`src/rtl/uart_tx_arbiter.sv`:
```
// Purpose : shares one UART transmitter between the CPU (port 0) and the debug/log source (port 1),
//           round-robin at packet granularity, with the grant revoked from an owner idle too long.
// Latency : valid seen in IDLE -> ready on the next cycle -> tx_start the cycle after (2 cycles).
// Backpressure: only the owner sees ready, and only in GRANT; ready stays low while a byte is in flight.
//
// Optional feature macro: UART_ARB_STATS_EN adds saturating per-requester byte counters cnt0/cnt1.
//
// Ports:
//   clk, reset_n                  clock, asynchronous active-low reset
//   reqN_valid/data/last/ready    byte-stream requesters (N = 0 CPU, 1 debug)
//   tx_start, tx_data, tx_busy    uart tx core interface (tx_data held until tx_busy falls)
//   grant                         one-hot current owner, 2'b00 when idle
//   timeout                       one-cycle pulse when an idle owner loses its grant
//   cnt0, cnt1                    bytes sent per requester (UART_ARB_STATS_EN only)
module uart_tx_arbiter #(
    parameter int TIMEOUT_WIDTH  = 16,
    parameter int TIMEOUT_CYCLES = 40000
`ifdef UART_ARB_STATS_EN
    ,
    parameter int STATS_WIDTH    = 16
`endif
) (
    input  logic       clk,
    input  logic       reset_n,
    input  logic       req0_valid,
    input  logic [7:0] req0_data,
    input  logic       req0_last,
    output logic       req0_ready,
    input  logic       req1_valid,
    input  logic [7:0] req1_data,
    input  logic       req1_last,
    output logic       req1_ready,
    output logic       tx_start,
    output logic [7:0] tx_data,
    input  logic       tx_busy,
    output logic [1:0] grant,
    output logic       timeout
`ifdef UART_ARB_STATS_EN
    ,
    output logic [STATS_WIDTH-1:0] cnt0,
    output logic [STATS_WIDTH-1:0] cnt1
`endif
);

    typedef enum logic [1:0] {
        IDLE  = 2'd0,
        GRANT = 2'd1,
        SEND  = 2'd2,
        WAIT  = 2'd3
    } state_t;

    localparam logic [TIMEOUT_WIDTH-1:0] TMO_LAST = TIMEOUT_WIDTH'(TIMEOUT_CYCLES - 1);

    state_t                   state;
    logic                     owner;       // 0 = requester 0, 1 = requester 1
    logic                     last_owner;  // owner of the most recently finished/revoked grant
    logic                     last_flag;   // captured byte closes its packet
    logic [TIMEOUT_WIDTH-1:0] tmo_cnt;

    logic       owner_valid;
    logic [7:0] owner_data;
    logic       owner_last;

    assign owner_valid = owner ? req1_valid : req0_valid;
    assign owner_data  = owner ? req1_data  : req0_data;
    assign owner_last  = owner ? req1_last  : req0_last;

    always_ff @(posedge clk or negedge reset_n) begin
        if (!reset_n) begin
            state      <= IDLE;
            owner      <= 1'b0;
            last_owner <= 1'b1;
            last_flag  <= 1'b0;
            tmo_cnt    <= '0;
            req0_ready <= 1'b0;
            req1_ready <= 1'b0;
            tx_start   <= 1'b0;
            tx_data    <= 8'h00;
            grant      <= 2'b00;
            timeout    <= 1'b0;
`ifdef UART_ARB_STATS_EN
            cnt0       <= '0;
            cnt1       <= '0;
`endif
        end else begin
            tx_start <= 1'b0;
            timeout  <= 1'b0;
            case (state)
                IDLE: begin
                    if (req0_valid || req1_valid) begin
                        // On a tie the requester that did not own the last grant wins.
                        if (req0_valid && (!req1_valid || last_owner)) begin
                            owner      <= 1'b0;
                            grant      <= 2'b01;
                            req0_ready <= 1'b1;
                        end else begin
                            owner      <= 1'b1;
                            grant      <= 2'b10;
                            req1_ready <= 1'b1;
                        end
                        tmo_cnt <= '0;
                        state   <= GRANT;
                    end
                end
                GRANT: begin
                    if (owner_valid) begin
                        // Owner handshake: ready is already high throughout GRANT.
                        tx_data    <= owner_data;
                        last_flag  <= owner_last;
                        tmo_cnt    <= '0;
                        req0_ready <= 1'b0;
                        req1_ready <= 1'b0;
                        tx_start   <= 1'b1;
                        state      <= SEND;
`ifdef UART_ARB_STATS_EN
                        if (!owner && (cnt0 != '1)) cnt0 <= cnt0 + STATS_WIDTH'(1);
                        if (owner && (cnt1 != '1))  cnt1 <= cnt1 + STATS_WIDTH'(1);
`endif
                    end else if (tmo_cnt == TMO_LAST) begin
                        // Stalled owner: revoke, and count it as the last owner so the
                        // other requester wins the next tie.
                        timeout    <= 1'b1;
                        last_owner <= owner;
                        grant      <= 2'b00;
                        req0_ready <= 1'b0;
                        req1_ready <= 1'b0;
                        tmo_cnt    <= '0;
                        state      <= IDLE;
                    end else begin
                        tmo_cnt <= tmo_cnt + TIMEOUT_WIDTH'(1);
                    end
                end
                SEND: begin
                    state <= WAIT;
                end
                WAIT: begin
                    if (!tx_busy) begin
                        if (last_flag) begin
                            last_owner <= owner;
                            grant      <= 2'b00;
                            state      <= IDLE;
                        end else begin
                            // Mid-packet: keep the grant, reopen the owner's ready.
                            req0_ready <= ~owner;
                            req1_ready <= owner;
                            tmo_cnt    <= '0;
                            state      <= GRANT;
                        end
                    end
                end
                default: begin
                    state <= IDLE;
                end
            endcase
        end
    end

endmodule

```
`config.mk`:
```
export PLATFORM = sky130hd
export DESIGN_NAME = uart_tx_arbiter
export DESIGN_NICKNAME = d
export VERILOG_FILES = /design/src/rtl/uart_tx_arbiter.sv
export SDC_FILE = /design/constraint.sdc
export NUM_CORES = 1
export LEC_CHECK = 0
export CAP_MARGIN = 20
export CORE_ASPECT_RATIO = 0.9
export CORE_MARGIN = 5
export CORE_UTILIZATION = 40
export CTS_BUF_LIST = sky130_fd_sc_hd__clkbuf_2 sky130_fd_sc_hd__clkbuf_4 sky130_fd_sc_hd__clkbuf_8
export DETAILED_ROUTE_END_ITERATION = 8
export GPL_ROUTABILITY_DRIVEN = 0
export PLACE_DENSITY_LB_ADDON = 0.3
export RECOVER_POWER = 25
export SETUP_SLACK_MARGIN = 0.3
export SLEW_MARGIN = 0
export SYNTH_ARGS = -nofsm -noshare
export SYNTH_HDL_FRONTEND = slang
export SYNTH_SLANG_ARGS = --single-unit
```
`constraint.sdc`:
```
create_clock -name clk -period 2.2 [get_ports clk]
set_clock_uncertainty 0.15 [all_clocks]
set_input_delay 0.22 -clock clk [delete_from_list [all_inputs] [get_ports clk]]
set_output_delay 0.22 -clock clk [all_outputs]
set_load 0.1 [all_outputs]
```
Word level (Yosys, flattened, before mapping) --
Index checks and enable logic that the tools add are counted.
Cells by class: multiplexer cells 44, add/subtract/negate cells 1, reduce and logical (&&, ||, !) cells 15, div/mod/pow operators 0, $lt $le $gt $ge 0, shifts and indexed selects 0, eq/ne operators 13, $mul 0, bitwise gates (word level) 1
Operator list (number):
- $mux 16 | 5
- $pmux 16 s3 | 1
- $mux 1 | 23
- $mux 2 | 9
- $reduce_and 6->1 | 3
- $add 16x1->16 const B | 1
- $eq 16x16->1 const B | 1
- $ne 2x2->1 const B | 8
- $mux 8 | 1
- $pmux 2 s4 | 1
- $pmux 1 s3 | 2
- $pmux 2 s3 | 1
- $reduce_and 5->1 | 1
- $eq 2x2->1 const B | 2
- $reduce_and 2->1 | 2
- $reduce_and 4->1 | 1
- $ne 3x3->1 const B | 1
- $reduce_and 3->1 | 1
- $reduce_bool 3->1 | 1
- $eq 2x1->1 const B | 1
- $logic_not 2->1 | 1
- $logic_or 1x1->1 | 2
- $pmux 1 s2 | 1
- $reduce_bool 2->1 | 1
- 3 further kinds | 3
Word-level totals: bits in latches 0, memory bits (writable) 0, input port bits 23, output and inout bits 14, memory bits (read-only) 0, register bits after elaboration 35, memories 0, word-level logic and storage cells 85

Longest topological paths before layout --
Gate-level depths: netlist of the first run.
depth after elaboration 6, depth in mapped cells 8, mapped depth without buffers 6

Worst setup path before layout of the first run --
No wires, ideal clock.
path type flip-flop to flip-flop, from reg tmo_cnt[0], to reg tmo_cnt[6], required time 1.982 ns, slack 0.294 ns, arrival 1.688 ns, cell stages (with the launch flop) 9, setup time 0.068 ns, period minus slack after synthesis 1.906 ns, buffers on the path 2, path through dfrtp_1 > ha_1 > and4_1 > buf_2 > nand4_1 > nand2b_1 > buf_6 > or4_1 > nand3_1
On the way: word-level cells in the longest chain between the ends 4, elaborated cells between the ends (all ways) 5, those cells by class add/sub (1); eq/ne (1); mux (3)
RTL lines:
- start: declaration | RTL line 58 | logic [TIMEOUT_WIDTH-1:0] tmo_cnt;
- start signal: assignment | RTL line 130 | tmo_cnt <= tmo_cnt + TIMEOUT_WIDTH'(1);
- $add 16x1->16 / $eq 16x16->1 (equally long branches) | RTL line 130, 119
- $mux 16 (*) | RTL line 119 | end else if (tmo_cnt == TMO_LAST) begin
- $mux 16 (*) | RTL line 106 | if (owner_valid) begin
- $pmux 16 s3 (*) | RTL line 88 | case (state)
Every way passes the cells marked *; elsewhere a longest branch is shown, timed or not. A chain may end at the register's enable or synchronous reset.

Worst setup path after layout of the first run --
from reg tmo_cnt[0], to reg last_owner
On the way: word-level cells in the longest chain between the ends 3
RTL lines:
- $eq 16x16->1 | RTL line 119
- $ne 2x2->1 (no line)
- $reduce_and 5->1 (no line)
- end signal: assignment | RTL line 123 | last_owner <= owner;
- end signal: assignment | RTL line 139 | last_owner <= owner;
- end: declaration | RTL line 56 | logic last_owner;
Every way passes these cells.

==> results of run 1 <==
==> layer usage <==
| metal | global-route usage | vias up |
|---|---|---|
| li1 | - | 799 |
| met1 | 0.207 | 750 |
| met2 | 0.225 | 53 |
| met3 | 0.0339 | 8 |
| met4 | 0.0750 | 0 |
| met5 | 0 | - |
==> Yosys cell counts, types with 4 or more instances <==
| cell type | number |
|---|---|
| o21ai_0 | 8 |
| nand2_1 | 19 |
| a31oi_1 | 9 |
| nand3_1 | 11 |
| a21oi_1 | 15 |
| xor2_1 | 4 |
| clkbuf_1 | 5 |
| dfrtp_1 | 34 |
| nor2_1 | 25 |
| inv_1 | 4 |
| mux2i_1 | 9 |
| nor3_1 | 6 |
==> registers in the layout, summed over array words and instances (netlist names), named ones only <==
register,cells
last_flag,1
timeout,1
tmo_cnt,16
grant,2
owner,1
tx_data,8
tx_start,1
req1_ready,1
state,1
last_owner,1
req0_ready,1
==> cell type report <==
type | instances | area (sq um) | share of cell area
clock buffers | 6 | 76.3 | 0.0307
multi-input cells | 145 | 927 | 0.373
inverters | 4 | 15.0 | 0.00605
repair buffers | 56 | 497 | 0.200
flip-flops and latches | 35 | 877 | 0.353
well taps | 62 | 77.6 | 0.0313
clock inverters | 2 | 12.5 | 0.00504
==> final timing paths <==
check,end,slack (ns)
setup / recovery,last_owner$_DFFE_PN1P_,0.30
hold / removal,grant[1]$_DFFE_PN0P_,0.37
setup reg to reg,last_owner$_DFFE_PN1P_,0.30
hold reg to reg,grant[1]$_DFFE_PN0P_,0.37
max in group asynchronous,tmo_cnt[10]$_DFFE_PN0P_,0.94
min in group asynchronous,tx_data[0]$_DFFE_PN0P_,0.42
==> what timing repair did <==
item                       in CTS  in global routing
resized for setup               7                  8
buffers inserted                0                  5
pin swaps                       1                  4
setup endpoints to repair      12                 14
hold buffers                    0                  0
==> kinds of logic after synthesis <==
| family | synth area share |
|---|---|
| and+or+nand+nor | 0.228 |
| buffers and inverters | 0.0402 |
| DFF | 0.478 |
| muxes | 0.0674 |
| AOI/OAI and AO/OA | 0.147 |
| adders and majority gates | 0.00681 |
| xor gates and xnor gates | 0.0334 |
==> tightest hold or removal path: stages, from the launching register on <==
cell and delay, ns:
dfrtp_1 0.35, o31ai_1 0.07, nand2_1 0.06
==> per-stage QoR <==
step | cells | hold slack (ns) | area (sq um)
after floorplan | 194 | -0.226 | 1840
after global placement | 297 | 0.349 | 2310
after detailed placement | 297 | 0.353 | 2310
after CTS | 305 | 0.202 | 2420
after global routing | 310 | 0.389 | 2480
final | 310 | 0.367 | 2480
==> power groups by stage <==
stage | registers, mW | logic (mW) | clock network (mW)
finish | 1.00 | 2.02 | 0.465
global route | 1.03 | 2.15 | 0.505
CTS | 0.999 | 2.01 | 0.482
detailed placement | 1.00 | 2.00 | 0
global placement | 1.00 | 1.99 | 0
floorplan | 1.77 | 0.749 | 0
==> impl_metrics.toml, run 1 <==
[outcome]
run_status = "finished, final reports clean"

[routing]
remaining_drc_errors = 0
drtIter0Drc = 130
post_drt_wl_per_cell_um = 13.7
dr.pass1.iters = 4
top_layer = "met4"
wl_met3_um = 222
wl_met1_mm = 2.00
wirelength_mm = 4.25
vias = 1610
met2_length_mm = 1.95
avgViaCountPerCell = 5.19
ant_nets = 0

[floorplan]
die_w_um = 81.4
core_sq_mm = 0.00446
die_area_sq_mm = 0.00605
fp-row-count = 23
initial_core_util = 0.412
die_h_um = 74.3
ioPinCount = 37

[clock_tree]
insertion_delay_ns = 0.29
htreeDepth = 2
cts_tree = "built"
clock-sinks = 35
path_clk_slew_ns = 0.07
cts_buffers = 5
root_buffer = "clkbuf_8"
clock_path_buffers = 2

[synth]
synthTopCellsByArea = "dfrtp_1 (46%), nor2_1 (5.1%), mux2i_1 (4.9%), a21oi_1 (4.1%), nand2_1 (3.9%)"
synth.largest_area_cell = "dfrtp_1"
syn_nets = 218
yosysUniqueCellTypes = 40
ys_ff_latch = 35
ys_seq_area_frac = 0.478
ys.flop_type = "dfrtp_1"
yosys_warnings = 0
synth_cells = 194
synth_top_area_share = 0.463
async_flop_share = 1.00
syn_area_per_cell_sq_um = 9.47
synth_area_sq_mm = 0.00184
synth_edf_count = 0

[timing]
clock.fmax_ghz = 0.527
drv_slew = 0
setup_viol = 0
setup_ws_ns = 0.303
worst_slew_pin_slew_ns = 0.855
fin_crit_sh = 0.862
rsz0062_at_grt = "true"
setup_tns_ns = 0
hold_violations = 0
period_needed_ns = 1.90
slew_headroom = 0.430

[run]
cap_violations = 0

[power_and_ir_drop]
p_per_area_mw_per_mm2 = 1400
power_frac_seq = 0.288
p_leak_nw = 1.10
swShare = 0.520
clkPwrFrac = 0.133
p_sw_mw = 1.81
intPower_mw = 1.67
power.total_mw = 3.49
pwr-share-comb = 0.579
ir_worst_vdd_v = 0.000971

[worst_setup_path]
worstReg2RegStart = "tmo_cnt[0]$_DFFE_PN0P_"
reg2reg_depth = 6
crit_path_top_delay_cell = "dfrtp_1"
critical_path_class = "flop to flop"
cp_max_fo = 4
cpPeakStageDelay_ns = 0.39
cp-end-kind = "flop"
cp_cell_sequence = "ha_2 > and4_4 > nand4_1 > nor2_2 > o21bai_1 > mux2_2"
crit_path_start = "tmo_cnt[0]$_DFFE_PN0P_"
cpLargestDelayFamily = "simple AND/OR/NAND/NOR gates"
worstPathArrival_ns = 1.97
cp-start-kind = "flop"
crit_buf_inv = 0
required_ns = 2.27
path_depth = 6

[min_path]
min-delay-start = "grant[1]$_DFFE_PN0P_"
holdPathStages = 2
hold_path.class = "flop to flop"

[grt]
grt_max_degree = 36
grt_overflow_total = 0
grt_pass1_vias = 1467
grtUsageTotal = 0.151
antenna_found_initial = 0
grt_pass1_wl_mm = 6.91

[placement]
place_ws_ns = 0.0729
dp_hpwl_mm = 2.98
io_buffers = 36

[layout]
n_fill_cell = 405
areaGrowthSynthToFinish_pct = 35.1
antenna_cells = 0
fin_nets = 271
final_cell_mix = "dfrtp_1 (34), buf_4 (29), nor2_1 (23), clkdlybuf4s50_1 (21), nand2_1 (19)"
final_core_util = 0.557
layout_commonest_cell = "dfrtp_1"
drive_gt1_frac = 0.234
(Power assumes the default switching activity.)
==> run 2, diff against run 1 <==
- TNS_END_PERCENT: not set -> 10
==> run 2 against run 1 <==
  * Die area unchanged
  * Via count decreased by 2.6%
  * Sequential power hardly changed
  * Cell area is 1.6% lower
  * Largest cell class unchanged
  * Critical path depth rose by 1
  * Critical path type unchanged
  * First-iteration DRC count is 24% lower
  * Non-clock buffer count fell by 3
  * Combinational power is essentially flat
==> impl_metrics.toml, run 2 (synthesis gave the netlist of run 1 again) <==
[outcome]
run_status = "finished, final reports clean"

[clock_tree]
cts_tree = "built"
cts_buffers = 5
htreeDepth = 2
insertion_delay_ns = 0.29
clock-sinks = 35
root_buffer = "clkbuf_8"
postCtsHoldBufs = 0
path_clk_slew_ns = 0.07
clock_path_buffers = 2

[routing]
dr.pass1.iters = 4
wirelength_mm = 4.12
avgViaCountPerCell = 5.11
remaining_drc_errors = 0
ant_nets = 0
drtIter0Drc = 99
vias = 1568
post_drt_wl_per_cell_um = 13.4

[worst_setup_path]
cpPeakStageDelay_ns = 0.38
cp_cell_sequence = "ha_2 > and4_4 > and4_4 > nor2_1 > buf_4 > a21o_1 > a22o_1"
required_ns = 2.24
cp-end-kind = "flop"
critical_path_class = "flop to flop"
cp-start-kind = "flop"
reg2reg_depth = 7
crit_path_top_delay_cell = "dfrtp_1"
worstPathArrival_ns = 1.93
cp_max_fo = 11
worstReg2RegStart = "tmo_cnt[0]$_DFFE_PN0P_"
r2r-end = "tmo_cnt[8]$_DFFE_PN0P_"
reg2reg_slack_ns = 0.31
path_common_cell = "and4_4"

[grt]
grt_pass1_vias = 1467
grt_pass1_wl_mm = 6.91
antenna_found_initial = 0
grt_max_degree = 36
grt_overflow_total = 0
grtUsageTotal = 0.151

[min_path]
holdPathStages = 2
min-delay-start = "grant[1]$_DFFE_PN0P_"
hold_path.class = "flop to flop"
worst_hold_path.endpoint = "grant[1]$_DFFE_PN0P_"

[layout]
antenna_cells = 0
stdcell_count = 307
areaGrowthSynthToFinish_pct = 33.0
largest_reg_flops = 16
reg.largest.list = "tmo_cnt: 16 flops, tx_data: 8 flops, grant: 2 flops"
n_fill_cell = 413
drive_gt1_frac = 0.216
top_register = "tmo_cnt"
final_core_util = 0.548
fin_nets = 268
layout_commonest_cell = "dfrtp_1"
final_cell_mix = "dfrtp_1 (34), buf_4 (29), nor2_1 (24), clkdlybuf4s50_1 (21), nand2_1 (19)"

[timing]
setup_tns_ns = 0
period_needed_ns = 1.89
drv_slew = 0
worst_slew_pin_slew_ns = 0.860
rsz0062_at_grt = "true"
slew_headroom = 0.427
fin_crit_sh = 0.859
hold_violations = 0
clock.fmax_ghz = 0.529
setup_viol = 0

[floorplan]
core_sq_mm = 0.00446
initial_core_util = 0.412
fp-row-count = 23
die_w_um = 81.4
ioPinCount = 37
die_h_um = 74.3
die_area_sq_mm = 0.00605

[run]
cap_violations = 0

[power_and_ir_drop]
p_leak_nw = 1.08
ir_worst_vdd_v = 0.000970
p_per_area_mw_per_mm2 = 1420

[placement]
place_inst = 297
io_buffers = 36
dp_hpwl_mm = 2.98
[run 2: cell types whose count changed in the layout (fill, tap and decap cells not counted), sizes merged]
cell,before,now
buf,33,30
[run 2: critical path, delay by kind of cell (launching register included)]
| kind | cells | cell delay (ns) |
|---|---|---|
| buf+inv | 1 | 0.18 |
| compound gates | 2 | 0.33 |
| simple gates | 3 | 0.54 |
| fa+ha+maj | 1 | 0.21 |
| flops | 1 | 0.38 |
[run 2: where the power goes]
group	switching (mW)	total, mW	internal (mW)
clock network	0.233	0.466	0.233
registers	0.165	1.00	0.837
logic	1.41	2.00	0.594
[run 2: through the flow]
stage | hold slack (ns) | total power [mW] | instance area (sq um) | setup slack, ns
floorplan | -0.226 | 2.52 | 1840 | 0.327
global placement | 0.349 | 2.99 | 2310 | 0.0877
detailed placement | 0.353 | 3.01 | 2310 | 0.0729
CTS | 0.202 | 3.49 | 2420 | 0.294
global route | 0.389 | 3.67 | 2440 | 0.185
finish | 0.367 | 3.47 | 2440 | 0.310
[run 2: how the worst max path moves through the flow]
| stage | depth (start not counted) | slack (ns) | endpoint | from |
|---|---|---|---|---|
| 2_1_floorplan | 8 | 0.33 | tmo_cnt[6]$_DFFE_PN0P_ | tmo_cnt[0]$_DFFE_PN0P_ |
| 3_3_place_gp | 6 | 0.09 | tmo_cnt[8]$_DFFE_PN0P_ | req1_valid |
| 3_5_place_dp | 6 | 0.07 | tmo_cnt[12]$_DFFE_PN0P_ | req1_valid |
| 4_1_cts | 7 | 0.29 | tmo_cnt[8]$_DFFE_PN0P_ | tmo_cnt[0]$_DFFE_PN0P_ |
| 5_1_grt | 6 | 0.19 | tmo_cnt[15]$_DFFE_PN0P_ | tmo_cnt[0]$_DFFE_PN0P_ |
| 6_report | 7 | 0.31 | tmo_cnt[8]$_DFFE_PN0P_ | tmo_cnt[0]$_DFFE_PN0P_ |
[run 2: per-layer routing]
layer / vias to the layer above / wire (um) / global-route usage / part of all wire
met5: - / 0 / 0 / 0
met4: 0 / 83 / 0.0750 / 0.020
met3: 9 / 181 / 0.0339 / 0.044
met2: 30 / 1900 / 0.225 / 0.46
met1: 735 / 1960 / 0.207 / 0.48
li1: 794 / - / - / -
[run 2: timing repair]
item	in CTS	in global routing
gates resized for setup	7	3
buffers inserted	0	2
pin swaps	0	2
setup endpoints to repair	12	14
[run 2: final cells by class]
cell class	count	area, sq um	share of cell area
clock buffers	6	76.3	0.0313
flip-flops and latches	35	877	0.359
well taps	62	77.6	0.0318
multi-input cells	145	921	0.377
inverters	4	15.0	0.00615
repair buffers	53	463	0.190
clock inverters	2	12.5	0.00512
